===== src/rtl/hash_block_reader.sv =====
// Avalon-MM read master: streams a contiguous block of 32-bit RAM words to the
// hash core over valid/ready, absorbing the one-cycle read latency in a small FIFO.
module hash_block_reader #(
  parameter int ADDR_W     = 13,
  parameter int FIFO_DEPTH = 4
) (
  input  logic              clk,
  input  logic              reset,
  input  logic              start,
  input  logic [ADDR_W-1:0] base_addr,
  input  logic [ADDR_W:0]   word_count,
  output logic              busy,
  output logic              done,
  output logic [ADDR_W-1:0] mem_address,
  output logic              mem_chipselect,
  output logic              mem_clken,
  input  logic [31:0]       mem_readdata,
  output logic [31:0]       out_data,
  output logic              out_valid,
  input  logic              out_ready,
  output logic              out_last
);

  localparam int PTR_W = (FIFO_DEPTH > 1) ? $clog2(FIFO_DEPTH) : 1;
  localparam int CNT_W = PTR_W + 1;

  typedef enum logic [1:0] {IDLE, RUN, DRAIN, FIN} state_t;

  state_t state, state_nxt;

  logic [ADDR_W-1:0] cur_addr;
  logic [ADDR_W:0]   remaining;
  logic              inflight;
  logic              inflight_last;

  logic [31:0]       fifo_data [FIFO_DEPTH];
  logic              fifo_last [FIFO_DEPTH];
  logic [PTR_W-1:0]  rd_ptr;
  logic [PTR_W-1:0]  wr_ptr;
  logic [CNT_W-1:0]  fifo_count;

  logic              pop;
  logic              push;
  logic              issue;
  logic              last_issue;
  logic [CNT_W:0]    occ_after;

  assign pop  = out_valid & out_ready;
  assign push = inflight;

  // Occupancy once this cycle's pop is gone, counting the word still on its way from RAM.
  assign occ_after  = {1'b0, fifo_count} + {{CNT_W{1'b0}}, inflight} - {{CNT_W{1'b0}}, pop};
  assign issue      = (state == RUN) && (occ_after < (CNT_W+1)'(FIFO_DEPTH));
  assign last_issue = issue && (remaining == (ADDR_W+1)'(1));

  always_comb begin
    state_nxt = state;
    case (state)
      IDLE: begin
        if (start) begin
          state_nxt = (word_count == '0) ? FIN : RUN;
        end
      end
      RUN: begin
        if (last_issue) begin
          state_nxt = DRAIN;
        end
      end
      // Leaving on the out_last handshake lets done follow it by exactly one cycle.
      DRAIN: begin
        if ((pop && out_last) || (fifo_count == '0 && !inflight)) begin
          state_nxt = FIN;
        end
      end
      FIN: state_nxt = IDLE;
      default: state_nxt = IDLE;
    endcase
  end

  always_ff @(posedge clk) begin
    if (reset) begin
      state         <= IDLE;
      cur_addr      <= '0;
      remaining     <= '0;
      inflight      <= 1'b0;
      inflight_last <= 1'b0;
      rd_ptr        <= '0;
      wr_ptr        <= '0;
      fifo_count    <= '0;
    end else begin
      state         <= state_nxt;
      inflight      <= issue;
      inflight_last <= last_issue;
      if (state == IDLE && start) begin
        cur_addr  <= base_addr;
        remaining <= word_count;
      end else if (issue) begin
        cur_addr  <= cur_addr + ADDR_W'(1);
        remaining <= remaining - (ADDR_W+1)'(1);
      end
      if (push) begin
        wr_ptr <= wr_ptr + PTR_W'(1);
      end
      if (pop) begin
        rd_ptr <= rd_ptr + PTR_W'(1);
      end
      case ({push, pop})
        2'b10:   fifo_count <= fifo_count + CNT_W'(1);
        2'b01:   fifo_count <= fifo_count - CNT_W'(1);
        default: fifo_count <= fifo_count;
      endcase
    end
  end

  // Storage needs no reset; validity is tracked entirely by fifo_count.
  always_ff @(posedge clk) begin
    if (push) begin
      fifo_data[wr_ptr] <= mem_readdata;
      fifo_last[wr_ptr] <= inflight_last;
    end
  end

  assign busy           = (state != IDLE);
  assign done           = (state == FIN);
  assign mem_address    = cur_addr;
  assign mem_chipselect = issue;
  assign mem_clken      = 1'b1;
  assign out_valid      = (fifo_count != '0);
  assign out_data       = fifo_data[rd_ptr];
  assign out_last       = out_valid && fifo_last[rd_ptr];

endmodule

===== config.mk =====
export PLATFORM = sky130hd
export DESIGN_NAME = hash_block_reader
export DESIGN_NICKNAME = d
export VERILOG_FILES = /design/src/rtl/hash_block_reader.sv
export SDC_FILE = /design/constraint.sdc
export NUM_CORES = 1
export LEC_CHECK = 0
export CELL_PAD_IN_SITES_DETAIL_PLACEMENT = 1
export CELL_PAD_IN_SITES_GLOBAL_PLACEMENT = 1
export CORE_UTILIZATION = 40
export CTS_CLUSTER_SIZE = 28
export DETAILED_ROUTE_END_ITERATION = 8
export GPL_TIMING_DRIVEN = 0
export PLACE_DENSITY_LB_ADDON = 0.1
export SETUP_SLACK_MARGIN = 0.3
export SLEW_MARGIN = 15
export SYNTH_ARGS = -nofsm -noshare
export SYNTH_HDL_FRONTEND = slang
export SYNTH_SLANG_ARGS = --single-unit

===== constraint.sdc =====
create_clock -name clk -period 2.6 [get_ports clk]
set_input_delay 0.52 -clock clk [delete_from_list [all_inputs] [get_ports clk]]
set_output_delay 0.52 -clock clk [all_outputs]
set_load 0.02 [all_outputs]

==> flow_summary.html <==
<table>
<tr><th>Metric</th><th>Value</th></tr>
<tr><th colspan="2">Clock tree</th></tr>
<tr><td>Num CTS Buffers</td><td>17</td></tr>
<tr><td>Sinks on Clock Net</td><td>172</td></tr>
<tr><td>Clock-pin slew on the worst setup and hold paths</td><td>approximately 0.06 ns</td></tr>
<tr><td>Clk root buf</td><td>clkbuf_16</td></tr>
<tr><td>CTS tree</td><td>built</td></tr>
<tr><td>Maximum buffer depth of the clock tree</td><td>2</td></tr>
<tr><td>Number of levels the H-tree was split into</td><td>4</td></tr>
<tr><td>Clock insertion delay at the later pin of the skew report</td><td>0.43 ns</td></tr>
<tr><th colspan="2">Place</th></tr>
<tr><td>Post-Place Setup Slack</td><td>-1.30 ns</td></tr>
<tr><td>Count of input and output buffers</td><td>~110</td></tr>
<tr><td>Final weighted congestion in routability-driven placement</td><td>between 0.8 and 0.9</td></tr>
<tr><td>Total half-perimeter wirelength after legalization and detailed placement</td><td>11200 µm</td></tr>
<tr><th colspan="2">Hold path</th></tr>
<tr><td>Path type of the worst min-delay path</td><td>reg2reg</td></tr>
<tr><th colspan="2">Critical path</th></tr>
<tr><td>Data arrival time of the worst path</td><td>2.56 ns</td></tr>
<tr><td>Max incr delay on CP</td><td>0.39 ns</td></tr>
<tr><td>Kind of cell adding the most delay to the critical path</td><td>simple AND/OR/NAND/NOR gates</td></tr>
<tr><td>Crit path buffers/inverters</td><td>3</td></tr>
<tr><td>Capturing element type of the critical path</td><td>output pin</td></tr>
<tr><td>Start-to-end type of the worst setup path</td><td>reg2out</td></tr>
<tr><td>Data required time at the worst endpoint</td><td>2.08 ns</td></tr>
<tr><td>Worst R2R Setup Slack</td><td>-0.43 ns</td></tr>
<tr><td>Cell at the slowest stage of the critical path</td><td>or3_4</td></tr>
<tr><td>Maximum fanout along the worst path</td><td>2</td></tr>
<tr><td>Critical Path Most Common Cell</td><td>buf_6</td></tr>
<tr><td>Startpoint type of the worst setup path</td><td>register</td></tr>
<tr><td>Cell-by-cell trace of the critical path</td><td>or3_4, and2_4, nand2_4, ha_4, nand4b_1, o311ai_4, and3_4, o21ai_4, buf_6, inv_8, buf_6</td></tr>
<tr><th colspan="2">Status</th></tr>
<tr><td>Outcome</td><td>finished with violations</td></tr>
<tr><td>Failing checks</td><td>negative setup slack</td></tr>
<tr><th colspan="2">Cells and area</th></tr>
<tr><td>Layout cell share with drive strength beyond 1</td><td>33.5%</td></tr>
<tr><td>Final nets</td><td>roughly 710</td></tr>
<tr><td>Number of inserted diodes</td><td>0</td></tr>
<tr><td>Area growth from synthesis to layout</td><td>45.0%</td></tr>
<tr><td>Number of filler cells placed in the layout</td><td>between 1.5k and 2k</td></tr>
<tr><th colspan="2">Global routing</th></tr>
<tr><td>Pin count of the biggest net entering global routing</td><td>28</td></tr>
<tr><td>First-pass GRT wire length</td><td>~27000 µm</td></tr>
<tr><td>M2 GR Usage</td><td>35.6%</td></tr>
<tr><td>Initial antenna violation count</td><td>0</td></tr>
<tr><td>Gr ovfl total</td><td>0</td></tr>
<tr><td>Aggregate global-route resource usage</td><td>20.4%</td></tr>
<tr><td>Number of global-route vias before repair</td><td>5137</td></tr>
<tr><td>Met3 global-route usage</td><td>4.75%</td></tr>
<tr><td>Met1 layer usage reported by global route</td><td>between 20% and 30%</td></tr>
<tr><td>Busiest metal layer after global routing</td><td>met2</td></tr>
<tr><th colspan="2">Timing</th></tr>
<tr><td>Slew at the pin with the worst max-slew slack</td><td>1.22 ns</td></tr>
<tr><td>Clk_skew</td><td>0.00881 ns</td></tr>
<tr><td>Slew headroom</td><td>~18%</td></tr>
<tr><td>Worst hold margin</td><td>0.501 ns</td></tr>
<tr><td>Min Tclk post-route</td><td>3.08 ns</td></tr>
<tr><td>Setup-violating endpoint count in the final report</td><td>29</td></tr>
<tr><td>Count of final hold-check violations</td><td>0</td></tr>
<tr><td>Minimum setup slack in the final design</td><td>-0.479 ns</td></tr>
<tr><td>Fraction of the cycle the final worst path needs</td><td>118%</td></tr>
<tr><td>Final Slew Violations</td><td>0</td></tr>
<tr><td>Maximum frequency from static timing analysis</td><td>325 MHz</td></tr>
<tr><td>RSZ-0062 raised after global routing</td><td>true</td></tr>
<tr><th colspan="2">Synth</th></tr>
<tr><td>Fraction of registers with async set or reset after synthesis</td><td>0%</td></tr>
<tr><td>Number of flops mapped to enable cells by yosys</td><td>132</td></tr>
<tr><td>Synthesis-stage register bit count</td><td>172</td></tr>
<tr><td>Area share of the leading cell type in the synthesized netlist</td><td>55.7%</td></tr>
<tr><td>Synth Instances</td><td>456</td></tr>
<tr><td>Post-synthesis compound-gate area fraction</td><td>7.18%</td></tr>
<tr><td>Cell types with the highest counts after synthesis</td><td>edfxtp_1 (132), nor2_1 (45), dfxtp_1 (40)</td></tr>
<tr><td>Share of the yosys chip area belonging to registers</td><td>between 60 and 70%</td></tr>
<tr><td>Cell variety after synth</td><td>49</td></tr>
<tr><td>Main combinational cell family by area after synthesis</td><td>multiplexers</td></tr>
<tr><td>Arithmetic-cell share of the synthesized area counting full adders, half adders and majority gates</td><td>2.75%</td></tr>
<tr><td>Ranking of synthesized cells by area</td><td>edfxtp_1 (56%), dfxtp_1 (11%), mux4_2 (10%)</td></tr>
<tr><td>XOR/XNOR share of the synthesized area</td><td>2.71%</td></tr>
<tr><td>Most repeated cell in the gate-level netlist after synthesis</td><td>edfxtp_1</td></tr>
<tr><td>Warning count from the yosys run</td><td>0</td></tr>
<tr><td>Largest area contributor in the synthesized netlist</td><td>edfxtp_1</td></tr>
<tr><td>Multiplexer area fraction after synthesis</td><td>between 10% and 20%</td></tr>
<tr><td>Synth Area per Inst</td><td>15.6 µm²</td></tr>
<tr><td>Top FF cell, synth</td><td>edfxtp_1</td></tr>
<tr><td>Number of nets produced by synthesis</td><td>534</td></tr>
<tr><td>Simple-gate portion of the synthesized area</td><td>7.50%</td></tr>
<tr><td>Cell area after synthesis</td><td>0.00711 mm²</td></tr>
<tr><th colspan="2">Floorplanning</th></tr>
<tr><td>IO Pins</td><td>114</td></tr>
<tr><td>Die X-Extent</td><td>approximately 140 µm</td></tr>
<tr><td>Standard cell core area</td><td>0.0174 mm²</td></tr>
<tr><td>Total Die Area</td><td>0.0183 mm²</td></tr>
<tr><td>Die span in y</td><td>135 µm</td></tr>
<tr><td>Floorplan row count</td><td>48</td></tr>
<tr><td>Initial standard-cell utilization of the core</td><td>41.0%</td></tr>
<tr><th colspan="2">Drt</th></tr>
<tr><td>Initial detailed-routing violation count</td><td>182</td></tr>
<tr><td>Post-detailed-route DRC marker count</td><td>0</td></tr>
<tr><td>Routed wire length</td><td>18500 µm</td></tr>
<tr><td>Wire length per cell</td><td>21.2 µm</td></tr>
<tr><td>Detailed Routing Iterations Pass 1</td><td>4</td></tr>
<tr><td>Average via count per standard cell</td><td>5.36</td></tr>
<tr><td>Routed via count</td><td>4670</td></tr>
<tr><td>Remaining number of nets flagged by the antenna check after routing</td><td>0</td></tr>
<tr><th colspan="2">Job</th></tr>
<tr><td>Count of maximum capacitance violations</td><td>0</td></tr>
<tr><th colspan="2">Power</th></tr>
<tr><td>Worst IR Drop VDD</td><td>604 µV</td></tr>
<tr><td>Pleak</td><td>roughly 0.0034 µW</td></tr>
<tr><td>PwrDens</td><td>1080 mW/mm²</td></tr>
</table>
area by class of cell:
class                      count  area, µm²  share of cell area, %
sequential                   172       4770                   46.3
tap                          225        282                   2.73
clock buffer                  19        433                   4.20
inverter                      15       63.8                  0.619
timing repair buffer         159       1780                   17.3
multi-input combinational    246       2620                   25.4
clock inverter                13        153                   1.48
buffer                        23        208                   2.01
timing repair:
action                                  in CTS  in global routing
gates cloned                                 4                  1
hold buffers                                 0                  0
setup buffers                               24                 15
endpoints found under the setup margin      67                 62
resized for setup                          286                 56
pin swaps                                   27                 39
endpoints found under the hold margin        0                  0
cells in the final DEF, fill, tap and decap left out, types with 3 or more instances in the layout:
cell             Yosys  layout
nor2_1              45      44
a21oi_4              0       3
clkdlybuf4s50_1      0      74
edfxtp_1           132     132
nand3_1              9       7
nand4_1              3       3
or4_1                4       4
nand2_1             14      12
a2111oi_4            0       3
dfxtp_1             40      36
clkbuf_1            18      13
buf_6                0      59
nor4_1               3       3
nand4b_1             5       5
buf_4                1      11
a311oi_2             0       3
xnor2_2              0       3
a211oi_2             0       5
and2_2               0       4
xor2_1               4       4
inv_6                0       5
buf_8                0       5
o41ai_4              0       4
mux4_2              33      33
buf_12               0      10
ha_1                14      13
clkbuf_16            0      20
dlygate4sd2_1        0       3
a311oi_1             8       5
a21oi_2              0       5
or3_1                6       4
xnor2_1             18      15
clkbuf_4             0       3
inv_1               14      14
a211oi_1            24      17
per-layer routing:
layer / up-vias / routed length (µm)
li1: 2150 / -
met5: - / 0
met4: 0 / 393
met2: 124 / 9500
met1: 2370 / 7790
met3: 26 / 786
sequential cells by signal, indices dropped and copies added (netlist names), named ones only:
name           flops
fifo_count         3
fifo_data        128
fifo_last          4
inflight           1
inflight_last      1
mem_address       13
rd_ptr             2
remaining         14
state              2
wr_ptr             2
through the flow:
step           std cells  TNS (ns)  total power [µW]  util [%]  instance area (µm²)
2_1_floorplan        456   -0.0730              5690         -                 7210
3_3_place_gp         792    -37.85              6920      49.6                 8600
3_5_place_dp         796    -33.00              7010      50.1                 8690
4_1_cts              856     -5.59             10500      57.1                 9920
5_1_grt              872     -8.94             11600      59.4                10300
6_report             872     -5.92             11100      59.4                10300
report_power, final:
group	switching, µW	internal [µW]	leakage, µW
Combinational	2510	2530	0.00164
Clock	1100	1440	0.000281
Sequential	275	3270	0.00152
kinds of logic after synthesis:
| group | count (synthesis) |
|---|---|
| buf+inv | 38 |
| xor+xnor | 22 |
| simple gates | 108 |
| other cells | 1 |
| compound gates | 65 |
| mux | 35 |
| flops | 172 |
| fa+ha+maj | 15 |
final timing paths:
check                                   start              to  cells after the start
worst min register to register  inflight_last    fifo_last[2]                      0
worst max-delay path            fifo_count[0]  mem_chipselect                     11
worst min-delay path            inflight_last    fifo_last[2]                      0
worst max register to register  fifo_count[0]  mem_address[3]                     15
No activity file was read; power rests on OpenSTA's default activity.
